**src/rtl/jtframe_ddr_arb2.sv**
```systemverilog
// Two-master DDR burst arbiter: grants one master at a time (alternating on
// contention), forwards its read or write burst and keeps status counters.
module jtframe_ddr_arb2 #(
    parameter int unsigned AW = 29,
    parameter int unsigned BW = 8
) (
    input  logic          clk,
    input  logic          rst,
    // master 0 (frame buffer)
    input  logic          m0_rd,
    input  logic          m0_we,
    input  logic [AW-1:0] m0_addr,
    input  logic [BW-1:0] m0_burstcnt,
    input  logic [63:0]   m0_din,
    input  logic [7:0]    m0_be,
    output logic          m0_busy,
    output logic [63:0]   m0_dout,
    output logic          m0_dout_ready,
    // master 1 (secondary)
    input  logic          m1_rd,
    input  logic          m1_we,
    input  logic [AW-1:0] m1_addr,
    input  logic [BW-1:0] m1_burstcnt,
    input  logic [63:0]   m1_din,
    input  logic [7:0]    m1_be,
    output logic          m1_busy,
    output logic [63:0]   m1_dout,
    output logic          m1_dout_ready,
    // DDR side
    output logic          ddram_clk,
    output logic          ddram_rd,
    output logic          ddram_we,
    output logic [AW-1:0] ddram_addr,
    output logic [BW-1:0] ddram_burstcnt,
    output logic [63:0]   ddram_din,
    output logic [7:0]    ddram_be,
    input  logic          ddram_busy,
    input  logic [63:0]   ddram_dout,
    input  logic          ddram_dout_ready,
    // status
    input  logic [7:0]    st_addr,
    output logic [7:0]    st_dout
);

    typedef enum logic [1:0] {
        ST_IDLE  = 2'd0,
        ST_CMD   = 2'd1,
        ST_RDATA = 2'd2,
        ST_WDATA = 2'd3
    } state_t;

    state_t        state_q, state_d;
    logic          gnt_q, gnt_d;
    logic          lst_q, lst_d;
    logic [BW-1:0] beats_q, beats_d;
    logic [7:0]    done0_q, done0_d;
    logic [7:0]    done1_q, done1_d;
    logic          burst_done;

    logic          g_rd, g_we;
    logic [AW-1:0] g_addr;
    logic [BW-1:0] g_burst;
    logic [63:0]   g_din;
    logic [7:0]    g_be;
    logic          req0, req1;
    logic          unused_st;

    assign req0    = m0_rd | m0_we;
    assign req1    = m1_rd | m1_we;
    assign g_rd    = gnt_q ? m1_rd       : m0_rd;
    assign g_we    = gnt_q ? m1_we       : m0_we;
    assign g_addr  = gnt_q ? m1_addr     : m0_addr;
    assign g_burst = gnt_q ? m1_burstcnt : m0_burstcnt;
    assign g_din   = gnt_q ? m1_din      : m0_din;
    assign g_be    = gnt_q ? m1_be       : m0_be;

    assign ddram_clk      = clk;
    assign ddram_addr     = g_addr;
    assign ddram_burstcnt = g_burst;
    assign ddram_din      = g_din;
    assign ddram_be       = g_be;
    assign m0_dout        = ddram_dout;
    assign m1_dout        = ddram_dout;
    assign unused_st      = ^st_addr[7:2];

    always_ff @(posedge clk or posedge rst) begin
        if (rst) begin
            state_q <= ST_IDLE;
            gnt_q   <= 1'b0;
            lst_q   <= 1'b1;
            beats_q <= '0;
            done0_q <= '0;
            done1_q <= '0;
        end else begin
            state_q <= state_d;
            gnt_q   <= gnt_d;
            lst_q   <= lst_d;
            beats_q <= beats_d;
            done0_q <= done0_d;
            done1_q <= done1_d;
        end
    end

    // Next state plus the command/handshake outputs of the granted master
    always_comb begin
        state_d       = state_q;
        gnt_d         = gnt_q;
        lst_d         = lst_q;
        beats_d       = beats_q;
        done0_d       = done0_q;
        done1_d       = done1_q;
        burst_done    = 1'b0;
        ddram_rd      = 1'b0;
        ddram_we      = 1'b0;
        m0_busy       = 1'b1;
        m1_busy       = 1'b1;
        m0_dout_ready = 1'b0;
        m1_dout_ready = 1'b0;

        case (state_q)
            ST_IDLE: begin
                if (req0 | req1) begin
                    gnt_d   = (req0 & req1) ? ~lst_q : req1;
                    state_d = ST_CMD;
                end
            end
            ST_CMD: begin
                ddram_rd = g_rd & ~g_we;
                ddram_we = g_we;
                if (gnt_q) m1_busy = ddram_busy;
                else       m0_busy = ddram_busy;
                if (!g_rd && !g_we) begin
                    state_d = ST_IDLE;
                end else if (!ddram_busy) begin
                    if (g_we) begin
                        if (g_burst <= BW'(1)) begin
                            state_d    = ST_IDLE;
                            burst_done = 1'b1;
                        end else begin
                            beats_d = g_burst - BW'(1);
                            state_d = ST_WDATA;
                        end
                    end else begin
                        beats_d = (g_burst == '0) ? BW'(1) : g_burst;
                        state_d = ST_RDATA;
                    end
                end
            end
            ST_RDATA: begin
                if (gnt_q) m1_dout_ready = ddram_dout_ready;
                else       m0_dout_ready = ddram_dout_ready;
                if (ddram_dout_ready) begin
                    beats_d = beats_q - BW'(1);
                    if (beats_q <= BW'(1)) begin
                        state_d    = ST_IDLE;
                        burst_done = 1'b1;
                    end
                end
            end
            ST_WDATA: begin
                ddram_we = g_we;
                if (gnt_q) m1_busy = ddram_busy;
                else       m0_busy = ddram_busy;
                if (g_we && !ddram_busy) begin
                    beats_d = beats_q - BW'(1);
                    if (beats_q <= BW'(1)) begin
                        state_d    = ST_IDLE;
                        burst_done = 1'b1;
                    end
                end
            end
            default: state_d = ST_IDLE;
        endcase

        // A completed burst hands priority to the other master next time
        if (burst_done) begin
            lst_d = gnt_q;
            if (gnt_q) done1_d = done1_q + 8'd1;
            else       done0_d = done0_q + 8'd1;
        end
    end

    always_comb begin
        case (st_addr[1:0])
            2'd0:    st_dout = {4'd0, lst_q, gnt_q, 2'(state_q)};
            2'd1:    st_dout = done0_q;
            2'd2:    st_dout = done1_q;
            default: st_dout = 8'h00;
        endcase
    end

endmodule

```
**config.mk**
```make
export PLATFORM = sky130hd
export DESIGN_NAME = jtframe_ddr_arb2
export DESIGN_NICKNAME = d
export VERILOG_FILES = /design/src/rtl/jtframe_ddr_arb2.sv
export SDC_FILE = /design/constraint.sdc
export NUM_CORES = 1
export LEC_CHECK = 0
export CELL_PAD_IN_SITES_DETAIL_PLACEMENT = 0
export CELL_PAD_IN_SITES_GLOBAL_PLACEMENT = 1
export CORE_AREA = 5 5 212 214
export DETAILED_ROUTE_END_ITERATION = 16
export DIE_AREA = 0 0 217 219
export DONT_BUFFER_PORTS = 1
export PLACE_DENSITY = 0.34
export SYNTH_ARGS = -nofsm -noshare
export SYNTH_HDL_FRONTEND = slang
export SYNTH_SLANG_ARGS = --single-unit
```
**constraint.sdc**
```tcl
create_clock -name clk -period 7 [get_ports clk]
set_input_delay 0.7 -clock clk [delete_from_list [all_inputs] [get_ports clk]]
set_output_delay 0.7 -clock clk [all_outputs]
set_load 0.05 [all_outputs]
```
==> results.sh, run 1 <==
export IMPL_grt_usage=0.0880
export IMPL_syn_to_final_growth_pct=-4.96
export IMPL_first_global_vias=3190
export IMPL_outcome="finished, final reports clean"
export IMPL_layout_drive_gt1_share=0.365
export IMPL_dp_slack_ps=2800
export IMPL_cts_setup_buffers=0
export IMPL_p_per_area_nw_per_um2=474
export IMPL_design_area_um2=4050
export IMPL_cts_buffers=3
export IMPL_fin_skew_ps=5.47
export IMPL_synth_nets=787
export IMPL_dp_hpwl_um=19900
export IMPL_synthesis_area_um2=4260
export IMPL_coreArea_um2=42700
export IMPL_wirelength_um=22500
export IMPL_gp_congestion=0.717
export IMPL_slew_violations=0
export IMPL_setup_viol=0
export IMPL_antenna_left=0
export IMPL_synthTopCellsByCount="129 x buf_4, 109 x mux2_2, 27 x dfrtp_1, 18 x nand2_1, 17 x o21ai_0"
export IMPL_rows=76
export IMPL_setup_tns_ps=0
export IMPL_clk_pin_slew_ps=80
export IMPL_clockRootBuffer="clkbuf_16"
export IMPL_async_flop_share=1.00
export IMPL_whs_ps=389
export IMPL_ys_warn_count=0
export IMPL_r2r_slack_ps=3400
export IMPL_ys_ff_latch=28
export IMPL_ys_flop_type="dfrtp_1"
export IMPL_synth_edff_count=0
export IMPL_synthDistinctLibCells=52
export IMPL_post_dp_cell_area_um2=3940
export IMPL_io_pins=550
export IMPL_die_w_um=217
export IMPL_p_leak_nw=1.39
export IMPL_io_buffers=0
export IMPL_nets=647
export IMPL_chipHeight_um=219
export IMPL_first_pass_iters=4
export IMPL_crit_path_max_fanout=2
export IMPL_startpoint_type="clock port"
export IMPL_yosysMostFrequentCell="buf_4"
export IMPL_drtIter0Drc=114
export IMPL_die_area_um2=47500
export IMPL_drc=0
export IMPL_synth_top_area_share=0.288
export IMPL_wl_per_cell_um=25.3
export IMPL_vias=3046
export IMPL_irDropWorstVdd_mv=0.179
export IMPL_rr_worst_depth=8
export IMPL_cts_htree_levels=1
export IMPL_hold_buffers=0
export IMPL_fillCellCount=4916
export IMPL_cp_arrival_ps=3500
export IMPL_cts_resized=0
export IMPL_hp_class="in2async"
export IMPL_synth_area_per_cell_um2=8.82
export IMPL_viasPerCell=3.43
export IMPL_antenna_found_initial=16
export IMPL_drv_cap=0
export IMPL_finish_utilization=0.0948
export IMPL_cp_required_ps=6300
export IMPL_cts_tree="done"
export IMPL_ys_seq_area_frac=0.165
export IMPL_synth_top_area_cell="mux2_2"
export IMPL_clock_path_buffers=2
export IMPL_grt_max_degree=75
export IMPL_rsz0062_at_grt="no"
export IMPL_initial_core_util=0.0998
export IMPL_grt_first_pass_wirelength_um=28700
export IMPL_slew_headroom=0.252
export IMPL_cts_sinks=28
export IMPL_end_kind="output port"
export IMPL_rr_endpoint="done0_q[7]"
export IMPL_reg2reg_from="gnt_q"
export IMPL_synthTopCellsByArea="mux2_2 29%, buf_4 23%, dfrtp_1 16%, mux2i_1 2.4%, xor2_1 2.1%"
export IMPL_critical_path_class="clk2out"
export IMPL_overflow=0
export IMPL_tightestPinTransition_ps=1110
export IMPL_crit_start="clk"
export IMPL_clk_latency_ps=280
export IMPL_netlist_instances=483
export IMPL_setup_ws_ps=2800
export IMPL_hold_viol_final=0
## routing by layer
metal | share of wire | vias to the layer above | global-route usage
met5 | 0 | - | 0
met4 | 0.025 | 0 | 0.0261
met3 | 0.093 | 45 | 0.0374
met2 | 0.51 | 302 | 0.152
met1 | 0.38 | 1392 | 0.0992
li1 | - | 1307 | -
## metrics by stage
step | instances | total power [mW]
final | 889 | 1.92
after global routing | 888 | 2.01
after CTS | 888 | 1.94
after detailed placement | 884 | 1.75
after global placement | 884 | 1.76
after floorplan | 483 | 1.80
## power by group
part / switching, mW / internal [mW] / total [mW]
clock: 0.0685 / 0.114 / 0.183
combinational: 1.07 / 0.350 / 1.42
sequential: 0.116 / 0.201 / 0.317
## cells in the final DEF, fill, tap and decap left out, types with 8 or more instances in the layout
cell     count
mux2_2     109
dfrtp_1     26
nand2_1     18
a21oi_1     15
o21ai_0     13
nor2_1      12
nand3_1     12
inv_1       11
mux2i_1     10
xor2_1      10
xnor2_1      8
## cell families (layout without fill, tap and decap cells)
logic type	count (synthesis)	in the layout	synth area share
compound gates	68	68	0.109
xor+xnor	18	18	0.0370
fa+ha+maj	6	6	0.0176
buf+inv	161	20	0.256
flops	28	28	0.165
mux	119	119	0.312
other cells	0	1	0
simple gates	83	83	0.104
## final cells by class
class	count	area [µm²]	share of cell area
antenna	1	2.50	0.000618
clock buffer	3	75.1	0.0185
clock inverter	1	30.0	0.00742
inverter	11	41.3	0.0102
multi-input combinational	294	2470	0.611
sequential	28	706	0.174
tap	546	683	0.169
timing repair buffer	5	37.5	0.00927
## sequential cells by signal (all words and copies together), names as in the netlist
register and cells:
lst_q 1, gnt_q 1, done0_q 8, beats_q 8
done1_q 8, state_q 2
## worst max-delay path by stage
| stage | cells past startpoint | endpoint | slack [ps] |
|---|---|---|---|
| 2_1_floorplan | 1 | ddram_clk | 2630 |
| 3_3_place_gp | 0 | ddram_clk | 2800 |
| 3_5_place_dp | 0 | ddram_clk | 2800 |
| 4_1_cts | 0 | ddram_clk | 2800 |
| 5_1_grt | 0 | ddram_clk | 2800 |
| 6_report | 0 | ddram_clk | 2800 |
(Power assumes the default switching activity.)
==> run 2: changes to the inputs <==
==> constraint.sdc (replaced) <==
create_clock -name clk -period 3.85 [get_ports clk]
set_input_delay 0.385 -clock clk [delete_from_list [all_inputs] [get_ports clk]]
set_output_delay 0.385 -clock clk [all_outputs]
set_load 0.05 [all_outputs]
==> run 2 against run 1 <==
Worst setup slack worse by 2000 ps. Sequential share of layout area decreased by 0.24 points. Largest power group unchanged. Largest cell class unchanged. Cell count grew 1.0%. Sequential power up 55%. Flip-flop and latch count unchanged. Count of clock-buffer cells in the layout unchanged. Non-clock buffer count is 7 higher.
==> results.sh, run 2 (synthesized netlist as in run 1, its figures left out) <==
export IMPL_outcome="finished, final reports clean"
export IMPL_r2r_slack_ps=770
export IMPL_p_comb_frac=0.767
export IMPL_crit_slowest_cell="a2111oi_1"
export IMPL_critical_path_class="reg2reg"
export IMPL_antenna_left=0
export IMPL_drc=0
export IMPL_drtIter0Drc=85
export IMPL_crit_chain="buf_4, or3b_1, a222oi_1, buf_4, nand3_2, a2111oi_1, xor2_1"
export IMPL_grt_max_degree=73
export IMPL_clk_latency_ps=280
export IMPL_cpMostUsedCell="buf_4"
export IMPL_slew_headroom=0.229
export IMPL_wirelength_um=22500
export IMPL_die_w_um=217
export IMPL_cts_setup_buffers=0
export IMPL_syn_to_final_growth_pct=-3.61
export IMPL_fin_crit_sh=0.799
export IMPL_drv_cap=0
export IMPL_nets=654
export IMPL_cts_tree="done"
export IMPL_setup_ws_ps=772
export IMPL_dp_cells=891
export IMPL_layout_drive_gt1_share=0.378
export IMPL_finish_utilization=0.0961
export IMPL_vias=3053
export IMPL_dp_hpwl_um=20100
export IMPL_gp_congestion=0.724
export IMPL_setup_viol=0
export IMPL_rsz0062_at_grt="no"
export IMPL_io_buffers=0
export IMPL_end_kind="register"
export IMPL_reg2reg_from="gnt_q"
export IMPL_overflow=0
export IMPL_cts_htree_levels=1
export IMPL_rows=76
export IMPL_swShare=0.649
export IMPL_io_pins=550
export IMPL_cp_required_ps=4000
export IMPL_antenna_found_initial=16
export IMPL_slew_violations=0
export IMPL_cts_sinks=28
export IMPL_chipHeight_um=219
export IMPL_cp_slowest_stage_delay_ps=550
export IMPL_clockRootBuffer="clkbuf_16"
export IMPL_cp_arrival_ps=3220
export IMPL_wl_per_cell_um=25.1
export IMPL_cp_depth=7
export IMPL_power_switching_mw=2.28
export IMPL_initial_core_util=0.0998
export IMPL_clk_pin_slew_ps=80
export IMPL_tightestPinTransition_ps=1150
export IMPL_coreArea_um2=42700
export IMPL_cts_resized=0
export IMPL_rr_worst_depth=7
export IMPL_startpoint_type="register"
export IMPL_first_global_vias=3132
export IMPL_mostFrequentLayoutCell="mux2_2"
export IMPL_clock_path_buffers=2
export IMPL_setup_tns_ps=0
export IMPL_p_int_mw=1.23
export IMPL_cts_buffers=3
export IMPL_viasPerCell=3.40
export IMPL_p_per_area_nw_per_um2=857
export IMPL_crit_path_max_fanout=56
export IMPL_hold_viol_final=0
export IMPL_crit_start="gnt_q"
export IMPL_fin_skew_ps=5.32
export IMPL_grt_first_pass_wirelength_um=28400
export IMPL_post_route_min_period_ps=3080
export IMPL_fmax_mhz=325
export IMPL_endpoint="done0_q[7]"
export IMPL_grt_usage=0.0878
export IMPL_final_cell_mix="109 x mux2_2, 26 x dfrtp_1, 18 x nand2_1"
export IMPL_dp_slack_ps=728
export IMPL_die_area_um2=47500
export IMPL_path_delay_family="compound AO/OA/AOI/OAI gates"
export IMPL_irDropWorstVdd_mv=0.335
export IMPL_rr_endpoint="done0_q[7]"
export IMPL_p_leak_nw=1.43
export IMPL_path_buf_inv=2
export IMPL_top_regs="beats_q x8, done0_q x8, done1_q x8"
export IMPL_first_pass_iters=5
export IMPL_clockPowerShare=0.093
export IMPL_hold_buffers=0
export IMPL_fin_cells=898
export IMPL_p_seq_frac=0.140
export IMPL_hp_class="in2async"
[run 2: cell types whose count changed in the layout (fill, tap and decap cells not counted)]
cell / before / now
buf_4: 5 / 12
diode_2: 1 / 3
[run 2: worst min path at each step]
| stage | slack (ps) | startpoint | cells past startpoint | to |
|---|---|---|---|---|
| 2_1_floorplan | 440 | done1_q[7] | 1 | done1_q[7] |
| 3_3_place_gp | 380 | rst | 1 | done0_q[7] |
| 3_5_place_dp | 380 | rst | 1 | done1_q[6] |
| 4_1_cts | 80 | rst | 1 | done0_q[7] |
| 5_1_grt | 110 | rst | 1 | done0_q[7] |
| 6_report | 50 | rst | 1 | done0_q[7] |
[run 2: worst register-to-register path: cells and delay by family, from the launching register on]
| family | cells | cell delay (ps) |
|---|---|---|
| AND/OR/NAND/NOR | 2 | 650 |
| AO/OA/AOI/OAI | 2 | 880 |
| flip-flops | 1 | 540 |
| buffers and inverters | 2 | 770 |
| XOR/XNOR | 1 | 110 |
[run 2: power by group through the flow]
stage | registers [mW] | clock network, mW | logic [mW]
after global placement | 0.500 | 0 | 2.74
after detailed placement | 0.498 | 0 | 2.72
final | 0.491 | 0.327 | 2.70
after global routing | 0.506 | 0.351 | 2.80
after CTS | 0.493 | 0.341 | 2.73
after floorplan | 0.417 | 0.0560 | 2.79
[run 2: cell type report]
class / instances / area, µm²
inverter: 11 / 41.3
clock inverter: 1 / 30.0
fill: 4895 / 38600
timing repair buffer: 12 / 90.1
sequential: 28 / 706
multi-input combinational: 294 / 2470
tap: 546 / 683
clock buffer: 3 / 75.1
antenna: 3 / 7.51
[run 2: layer usage]
layer | up-vias | routed length, µm | share of wire | GRT usage
met3 | 44 | 2130 | 0.094 | 0.0372
met2 | 290 | 11300 | 0.50 | 0.148
met5 | - | 0 | 0 | 0
met4 | 0 | 720 | 0.032 | 0.0318
met1 | 1398 | 8430 | 0.37 | 0.0997
li1 | 1321 | - | - | -
[run 2: through the flow]
step	cell area (µm²)	power (mW)	hold slack, ps
finish	4110	3.52	51.9
global route	4100	3.66	108
CTS	4100	3.56	81.4
detailed placement	3990	3.22	380
global placement	3990	3.24	376
floorplan	4260	3.26	442
